$ cat config.mk
export PLATFORM = sky130hd
export DESIGN_NAME = multiport_wr_queue_flat
export DESIGN_NICKNAME = d
export VERILOG_FILES = /design/src/rtl/multiport_wr_queue_if.sv /design/src/rtl/multiport_wr_queue.sv /design/src/flat_wrapper.sv
export SDC_FILE = /design/constraint.sdc
export NUM_CORES = 1
export LEC_CHECK = 0
export BUFFER_PORTS_ARGS = -buffer_cell sky130_fd_sc_hd__buf_4
export CAP_MARGIN = 5
export CORE_AREA = 4 4 239 182
export DETAILED_ROUTE_END_ITERATION = 16
export DIE_AREA = 0 0 243 186
export MAX_ROUTING_LAYER = met4
export PLACE_DENSITY_LB_ADDON = 0.1
export SLEW_MARGIN = 20
export SYNTH_ARGS = -nofsm -noshare
export SYNTH_HDL_FRONTEND = slang
export SYNTH_SLANG_ARGS = --single-unit
$ cat constraint.sdc
create_clock -name clk_i -period 5.6 [get_ports clk_i]
set_input_delay 1.12 -clock clk_i [delete_from_list [all_inputs] [get_ports clk_i]]
set_output_delay 1.12 -clock clk_i [all_outputs]
set_load 0.1 [all_outputs]
$ cat src/rtl/multiport_wr_queue_if.sv
// Purpose : bundles the producer handshakes, the two RAM write ports, the forward probes and the occupancy count of multiport_wr_queue.
// Latency : carries no logic of its own.
// Backpr. : the in*_ready signals are the only back-pressure; the write ports have none.
// Ports   : in0/in1 producer requests (valid/ready/addr/data), wra/wrb RAM write ports,
//           fwda/fwdb forward probes (addr in, hit/data out), count_o occupancy.
// Modports: slave = queue side, master = producer/RAM/probe side.
interface multiport_wr_queue_if #(
    parameter int P_MEM_DEPTH = 16,
    parameter int P_MEM_WIDTH = 32,
    parameter int P_DEPTH     = 8
);
    localparam int LP_INDEX_WIDTH = $clog2(P_MEM_DEPTH);
    localparam int LP_CNT_W       = $clog2(P_DEPTH) + 1;

    logic                      in0_valid_i;
    logic                      in0_ready_o;
    logic [LP_INDEX_WIDTH-1:0] in0_addr_i;
    logic [P_MEM_WIDTH-1:0]    in0_data_i;
    logic                      in1_valid_i;
    logic                      in1_ready_o;
    logic [LP_INDEX_WIDTH-1:0] in1_addr_i;
    logic [P_MEM_WIDTH-1:0]    in1_data_i;

    logic [LP_INDEX_WIDTH-1:0] wra_addr_o;
    logic [P_MEM_WIDTH-1:0]    wra_data_o;
    logic                      wra_valid_o;
    logic [LP_INDEX_WIDTH-1:0] wrb_addr_o;
    logic [P_MEM_WIDTH-1:0]    wrb_data_o;
    logic                      wrb_valid_o;

    logic [LP_INDEX_WIDTH-1:0] fwda_addr_i;
    logic                      fwda_hit_o;
    logic [P_MEM_WIDTH-1:0]    fwda_data_o;
    logic [LP_INDEX_WIDTH-1:0] fwdb_addr_i;
    logic                      fwdb_hit_o;
    logic [P_MEM_WIDTH-1:0]    fwdb_data_o;

    logic [LP_CNT_W-1:0]       count_o;

    modport slave (
        input  in0_valid_i, in0_addr_i, in0_data_i,
        input  in1_valid_i, in1_addr_i, in1_data_i,
        input  fwda_addr_i, fwdb_addr_i,
        output in0_ready_o, in1_ready_o,
        output wra_addr_o, wra_data_o, wra_valid_o,
        output wrb_addr_o, wrb_data_o, wrb_valid_o,
        output fwda_hit_o, fwda_data_o, fwdb_hit_o, fwdb_data_o,
        output count_o
    );

    modport master (
        output in0_valid_i, in0_addr_i, in0_data_i,
        output in1_valid_i, in1_addr_i, in1_data_i,
        output fwda_addr_i, fwdb_addr_i,
        input  in0_ready_o, in1_ready_o,
        input  wra_addr_o, wra_data_o, wra_valid_o,
        input  wrb_addr_o, wrb_data_o, wrb_valid_o,
        input  fwda_hit_o, fwda_data_o, fwdb_hit_o, fwdb_data_o,
        input  count_o
    );
endinterface

$ cat src/rtl/multiport_wr_queue.sv
// Purpose : in-order write-back staging queue, 2 enqueues and 2 RAM writes per cycle, never two writes to one address.
// Latency : accepted on edge N, presented on wra/wrb from cycle N, written to RAM on edge N+1 at the earliest.
// Backpr. : in0 ready while count <= P_DEPTH-1, in1 ready while count <= P_DEPTH-2; the RAM side takes every issued write.
// Ports   : clk_i, rst_i (async, active-high); bus (multiport_wr_queue_if.slave) carrying
//           producer handshakes, wra/wrb write ports, fwda/fwdb probes and count_o.
// Config  : MULTIPORT_WR_QUEUE_FWD_EN enables the forwarding lookup; otherwise fwd outputs are 0.
module multiport_wr_queue #(
    parameter int P_MEM_DEPTH = 16,
    parameter int P_MEM_WIDTH = 32,
    parameter int P_DEPTH     = 8
) (
    input  logic                  clk_i,
    input  logic                  rst_i,
    multiport_wr_queue_if.slave   bus
);
    localparam int LP_INDEX_WIDTH = $clog2(P_MEM_DEPTH);
    localparam int LP_PTR_W       = $clog2(P_DEPTH);
    localparam int LP_CNT_W       = LP_PTR_W + 1;

    logic [LP_INDEX_WIDTH-1:0] addr_q [P_DEPTH];
    logic [P_MEM_WIDTH-1:0]    data_q [P_DEPTH];

    logic [LP_PTR_W-1:0] head, tail, head_p1, tail_p1;
    logic [LP_CNT_W-1:0] count, acc_n, iss_n;
    logic                rdy0, rdy1, acc0, acc1, iss_a, iss_b;

    // Ready looks only at the registered count, so it never waits on a same-cycle drain.
    assign rdy0 = !rst_i && (count <= LP_CNT_W'(P_DEPTH - 1));
    assign rdy1 = !rst_i && (count <= LP_CNT_W'(P_DEPTH - 2));
    assign acc0 = bus.in0_valid_i && rdy0;
    assign acc1 = bus.in1_valid_i && rdy1;

    assign head_p1 = head + LP_PTR_W'(1);
    assign tail_p1 = tail + LP_PTR_W'(1);

    // Port B only issues when it would not collide with port A; a colliding
    // pair drains one per cycle, so the younger write lands last.
    assign iss_a = (count != '0);
    assign iss_b = (count >= LP_CNT_W'(2)) && (addr_q[head_p1] != addr_q[head]);

    assign acc_n = LP_CNT_W'(acc0) + LP_CNT_W'(acc1);
    assign iss_n = LP_CNT_W'(iss_a) + LP_CNT_W'(iss_b);

    assign bus.in0_ready_o = rdy0;
    assign bus.in1_ready_o = rdy1;
    assign bus.count_o     = count;

    // Storage is not reset, so data outputs are gated by valid to stay 0 when idle.
    assign bus.wra_valid_o = iss_a;
    assign bus.wra_addr_o  = iss_a ? addr_q[head] : '0;
    assign bus.wra_data_o  = iss_a ? data_q[head] : '0;
    assign bus.wrb_valid_o = iss_b;
    assign bus.wrb_addr_o  = iss_b ? addr_q[head_p1] : '0;
    assign bus.wrb_data_o  = iss_b ? data_q[head_p1] : '0;

    always_ff @(posedge clk_i or posedge rst_i) begin
        if (rst_i) begin
            head  <= '0;
            tail  <= '0;
            count <= '0;
        end else begin
            head  <= head + LP_PTR_W'(iss_n);
            tail  <= tail + LP_PTR_W'(acc_n);
            count <= count + acc_n - iss_n;
        end
    end

    // in0 is always older than in1 when both are accepted together.
    always_ff @(posedge clk_i) begin
        if (acc0) begin
            addr_q[tail] <= bus.in0_addr_i;
            data_q[tail] <= bus.in0_data_i;
        end
        if (acc1) begin
            addr_q[acc0 ? tail_p1 : tail] <= bus.in1_addr_i;
            data_q[acc0 ? tail_p1 : tail] <= bus.in1_data_i;
        end
    end

`ifdef MULTIPORT_WR_QUEUE_FWD_EN
    // Walk oldest to youngest so the last match (closest to tail) wins.
    always_comb begin
        logic [LP_PTR_W-1:0] idx;
        bus.fwda_hit_o  = 1'b0;
        bus.fwda_data_o = '0;
        bus.fwdb_hit_o  = 1'b0;
        bus.fwdb_data_o = '0;
        idx             = head;
        for (int i = 0; i < P_DEPTH; i++) begin
            idx = head + LP_PTR_W'(i);
            if (LP_CNT_W'(i) < count) begin
                if (addr_q[idx] == bus.fwda_addr_i) begin
                    bus.fwda_hit_o  = 1'b1;
                    bus.fwda_data_o = data_q[idx];
                end
                if (addr_q[idx] == bus.fwdb_addr_i) begin
                    bus.fwdb_hit_o  = 1'b1;
                    bus.fwdb_data_o = data_q[idx];
                end
            end
        end
    end
`else
    wire unused_fwd = ^{bus.fwda_addr_i, bus.fwdb_addr_i};
    assign bus.fwda_hit_o  = 1'b0;
    assign bus.fwda_data_o = '0;
    assign bus.fwdb_hit_o  = 1'b0;
    assign bus.fwdb_data_o = '0;
`endif
endmodule

$ cat src/flat_wrapper.sv
// flat-port wrapper written by rule: the top's interface ports become plain ports
module multiport_wr_queue_flat 
#(
    parameter int P_MEM_DEPTH = 16,
    parameter int P_MEM_WIDTH = 32,
    parameter int P_DEPTH     = 8
)
  (clk_i, rst_i, bus_in0_valid_i, bus_in0_addr_i, bus_in0_data_i, bus_in1_valid_i, bus_in1_addr_i, bus_in1_data_i, bus_fwda_addr_i, bus_fwdb_addr_i, bus_in0_ready_o, bus_in1_ready_o, bus_wra_addr_o, bus_wra_data_o, bus_wra_valid_o, bus_wrb_addr_o, bus_wrb_data_o, bus_wrb_valid_o, bus_fwda_hit_o, bus_fwda_data_o, bus_fwdb_hit_o, bus_fwdb_data_o, bus_count_o);
  multiport_wr_queue_if #(.P_MEM_DEPTH(P_MEM_DEPTH), .P_MEM_WIDTH(P_MEM_WIDTH), .P_DEPTH(P_DEPTH)) bus_i ();
  input  logic clk_i;
  input  logic rst_i;
  input wire logic [$bits(bus_i.in0_valid_i)-1:0] bus_in0_valid_i;
  input wire logic [$bits(bus_i.in0_addr_i)-1:0] bus_in0_addr_i;
  input wire logic [$bits(bus_i.in0_data_i)-1:0] bus_in0_data_i;
  input wire logic [$bits(bus_i.in1_valid_i)-1:0] bus_in1_valid_i;
  input wire logic [$bits(bus_i.in1_addr_i)-1:0] bus_in1_addr_i;
  input wire logic [$bits(bus_i.in1_data_i)-1:0] bus_in1_data_i;
  input wire logic [$bits(bus_i.fwda_addr_i)-1:0] bus_fwda_addr_i;
  input wire logic [$bits(bus_i.fwdb_addr_i)-1:0] bus_fwdb_addr_i;
  output wire logic [$bits(bus_i.in0_ready_o)-1:0] bus_in0_ready_o;
  output wire logic [$bits(bus_i.in1_ready_o)-1:0] bus_in1_ready_o;
  output wire logic [$bits(bus_i.wra_addr_o)-1:0] bus_wra_addr_o;
  output wire logic [$bits(bus_i.wra_data_o)-1:0] bus_wra_data_o;
  output wire logic [$bits(bus_i.wra_valid_o)-1:0] bus_wra_valid_o;
  output wire logic [$bits(bus_i.wrb_addr_o)-1:0] bus_wrb_addr_o;
  output wire logic [$bits(bus_i.wrb_data_o)-1:0] bus_wrb_data_o;
  output wire logic [$bits(bus_i.wrb_valid_o)-1:0] bus_wrb_valid_o;
  output wire logic [$bits(bus_i.fwda_hit_o)-1:0] bus_fwda_hit_o;
  output wire logic [$bits(bus_i.fwda_data_o)-1:0] bus_fwda_data_o;
  output wire logic [$bits(bus_i.fwdb_hit_o)-1:0] bus_fwdb_hit_o;
  output wire logic [$bits(bus_i.fwdb_data_o)-1:0] bus_fwdb_data_o;
  output wire logic [$bits(bus_i.count_o)-1:0] bus_count_o;
  assign bus_i.in0_valid_i = bus_in0_valid_i;
  assign bus_i.in0_addr_i = bus_in0_addr_i;
  assign bus_i.in0_data_i = bus_in0_data_i;
  assign bus_i.in1_valid_i = bus_in1_valid_i;
  assign bus_i.in1_addr_i = bus_in1_addr_i;
  assign bus_i.in1_data_i = bus_in1_data_i;
  assign bus_i.fwda_addr_i = bus_fwda_addr_i;
  assign bus_i.fwdb_addr_i = bus_fwdb_addr_i;
  assign bus_in0_ready_o = bus_i.in0_ready_o;
  assign bus_in1_ready_o = bus_i.in1_ready_o;
  assign bus_wra_addr_o = bus_i.wra_addr_o;
  assign bus_wra_data_o = bus_i.wra_data_o;
  assign bus_wra_valid_o = bus_i.wra_valid_o;
  assign bus_wrb_addr_o = bus_i.wrb_addr_o;
  assign bus_wrb_data_o = bus_i.wrb_data_o;
  assign bus_wrb_valid_o = bus_i.wrb_valid_o;
  assign bus_fwda_hit_o = bus_i.fwda_hit_o;
  assign bus_fwda_data_o = bus_i.fwda_data_o;
  assign bus_fwdb_hit_o = bus_i.fwdb_hit_o;
  assign bus_fwdb_data_o = bus_i.fwdb_data_o;
  assign bus_count_o = bus_i.count_o;
  multiport_wr_queue #(.P_MEM_DEPTH(P_MEM_DEPTH), .P_MEM_WIDTH(P_MEM_WIDTH), .P_DEPTH(P_DEPTH)) u_core (.clk_i(clk_i), .rst_i(rst_i), .bus(bus_i));
endmodule
==> key figures <==
Place
  – HPWL Detailed: 29200 µm
  – Gpl congestion: 0.798
  – Buffers on Ports: 155

Detailed routing
  – WL met2: 24800 µm
  – Iteration count of the initial detailed-routing pass: 5
  – 1st-iter DRT viols: 927
  – # DRC: 0
  – Via density: just under 6
  – Max Used Layer: met4
  – Routed wl met3: 2720 µm
  – Via count: 10900
  – Met1 Wirelength: 22300 µm
  – Routed len/inst: 27.5 µm
  – Routed Wire Length: 50800 µm
  – Final antenna-violating net count: 0

Finish
  – P&R area growth vs syn: 15.1%
  – Most frequent cells in the layout: mux2_2 (288), edfxtp_1 (288), buf_4 (178), mux4_2 (148), mux2i_1 (85)
  – # fillers: 3432
  – Final net count: 1392
  – Layout cells sized above 1: 0.524

Yosys
  – YS warnings: 0
  – Netlist cell types: 39
  – Syn Area/Cell: 15.9 µm²
  – Synth Instances: roughly 1200
  – Synth Register Bits: 298
  – Number of synthesized flops with an enable pin: 288
  – Mapped cell area: roughly 0.018 mm²
  – Fraction of registers with async set/reset: 0.0336
  – Sequential area share after synthesis: 0.485
  – Main synth FF type: edfxtp_1

Worst setup path
  – Worst EP arrival: 4.17 ns
  – Reg2Reg Setup Slack: 0.90 ns
  – Critical R2R Capture: u_core.bus.count_o[3]
  – Crit-path slowest cell: buf_4
  – Crit path top cell by count: buf_4
  – Crit Path Max Fanout: 41
  – Critical-path cell list: buf_4 -> buf_4 -> mux4_2 -> xor2_1 -> nand4_1 -> a221oi_4 -> buf_4 -> nor3_1 -> buf_4
  – Required time worst endpoint: roughly 4.5 ns
  – WS Path Type: reg2out
  – Startpoint type of the worst setup path: flop
  – R2R cell count: 14
  – CP peak stage delay: 0.65 ns
  – Reg2reg start: u_core.head[1]
  – Endpoint class of the critical path: primary output

Clocking
  – Clock sinks: 298
  – Hold Buf Count CTS: 0
  – Post-CTS Setup Bufs: 0
  – Post-CTS Resized: 0
  – Worst-Skew Late Latency: between 0.5 and 0.6 ns
  – TritonCTS clock tree: yes
  – H-tree depth: 2
  – Root Buffer Master: clkbuf_16
  – CTS Buf Count: 34
  – Clk slew on worst S/H paths: 0.07 ns
  – Max clock buf depth: 3

STA
  – Achievable Freq: 189 MHz
  – RSZ-0062 raised after global routing: false
  – Slew Limit Fails: 0
  – Final hold vios: 0
  – Max_slew headroom: 0.273
  – Fin Setup TNS: 0 ns
  – Worst slew pin tran: 1.09 ns
  – Clk_skew: 0.0134 ns
  – Final setup vio count: 0
  – Period utilisation layout: 0.944
  – Period minus WS final: 5.29 ns

Floorplan
  – Row count: 64
  – Die Y: 186 µm
  – Overall die width: 243 µm
  – Ports: 230
  – CORE AREA: 0.0408 mm²
  – Initial Utilization: 0.450
  – Die Area: about 0.045 mm²

Run status
  – Status: complete, no violations

GRT
  – Pin count of the biggest net entering global routing: between 100 and 150
  – Grt ovf: 0
  – Global-route wire length before repair: ~76000 µm
  – Initial antenna violation count: 3
  – GRT Util Overall: 0.231
  – Vias in the first global route: 11400

Job
  – Number of max-cap violations: 0

Min path
  – Hold crit path type: in2async
==> per-layer routing <==
layer | vias up | GRT usage
met5 | - | -
met4 | 0 | 0.0496
met3 | 66 | 0.0310
met2 | 341 | 0.380
met1 | 5726 | 0.314
li1 | 4801 | -
==> through the flow <==
step | utilization | instances | area (µm²) | hold WS, ns | setup WS, ns
after floorplan | - | 1222 | 18600 | 0.505 | 0.308
after global placement | 0.490 | 1783 | 20000 | 0.737 | 0.840
after detailed placement | 0.490 | 1783 | 20000 | 0.734 | 0.819
after CTS | 0.517 | 1845 | 21100 | 0.607 | 0.262
after global routing | 0.518 | 1849 | 21100 | 0.646 | 0.118
final | 0.518 | 1849 | 21100 | 0.617 | 0.314
==> worst max-delay path, delay by kind of cell (launching register included) <==
| kind | cells | cell delay [ns] |
|---|---|---|
| xor gates and xnor gates | 1 | 0.25 |
| buffers and inverters | 4 | 1.78 |
| DFF | 1 | 0.42 |
| AOI/OAI and AO/OA | 1 | 0.43 |
| and+or+nand+nor | 2 | 0.28 |
| muxes | 1 | 0.45 |
==> cell families after synthesis <==
logic type	share of synthesized area
AOI/OAI and AO/OA	0.00995
DFF	0.485
muxes	0.406
xor gates and xnor gates	0.00668
buffers and inverters	0.0531
and+or+nand+nor	0.0273
adders and majority gates	0.0125
other	0.000204
==> cell usage after synthesis (6+ instances only) <==
cell,instances,area share
ha_1,12,0.0082
edfxtp_1,288,0.47
mux2i_1,85,0.046
buf_2,29,0.0079
inv_1,21,0.0043
nand3_1,7,0.0019
clkbuf_1,36,0.0074
mux4_2,148,0.18
nor2_1,45,0.0092
nand2_1,7,0.0014
xor2_1,7,0.0033
nor3_1,38,0.010
dfrtp_1,10,0.014
buf_4,68,0.028
buf_1,13,0.0027
mux2_2,288,0.18
xnor2_1,7,0.0033
a21oi_1,6,0.0016
==> sequential cells by signal, summed over array words and instances, names as in the netlist <==
signal              cells
u_core.head             3
u_core.bus.count_o      4
u_core.addr_q          32
u_core.tail             3
u_core.data_q         256
==> final cells by class <==
type	instances	area (µm²)	share of cell area
repair buffers	185	1480	0.0702
clock buffers	51	978	0.0463
inverters	21	78.8	0.00373
clock inverters	11	98.8	0.00468
flip-flops and latches	298	8910	0.421
multi-input cells	752	8920	0.422
well taps	528	661	0.0312
diodes	3	7.51	0.000355
==> worst max-delay path by stage <==
stage | startpoint | end | slack [ns] | cells past startpoint
finish | u_core.head[1] | bus_wrb_data_o[13] | 0.31 | 9
CTS | u_core.head[1] | bus_wrb_data_o[8] | 0.26 | 9
floorplan | u_core.head[0] | bus_wrb_data_o[10] | 0.31 | 10
global route | u_core.head[0] | bus_wrb_data_o[13] | 0.12 | 10
detailed placement | u_core.head[1] | bus_wrb_data_o[8] | 0.82 | 9
global placement | u_core.head[1] | bus_wrb_data_o[16] | 0.84 | 9
Power is not shown: default switching activity piles up to over one toggle a cycle in this logic, so the estimate is an artifact.
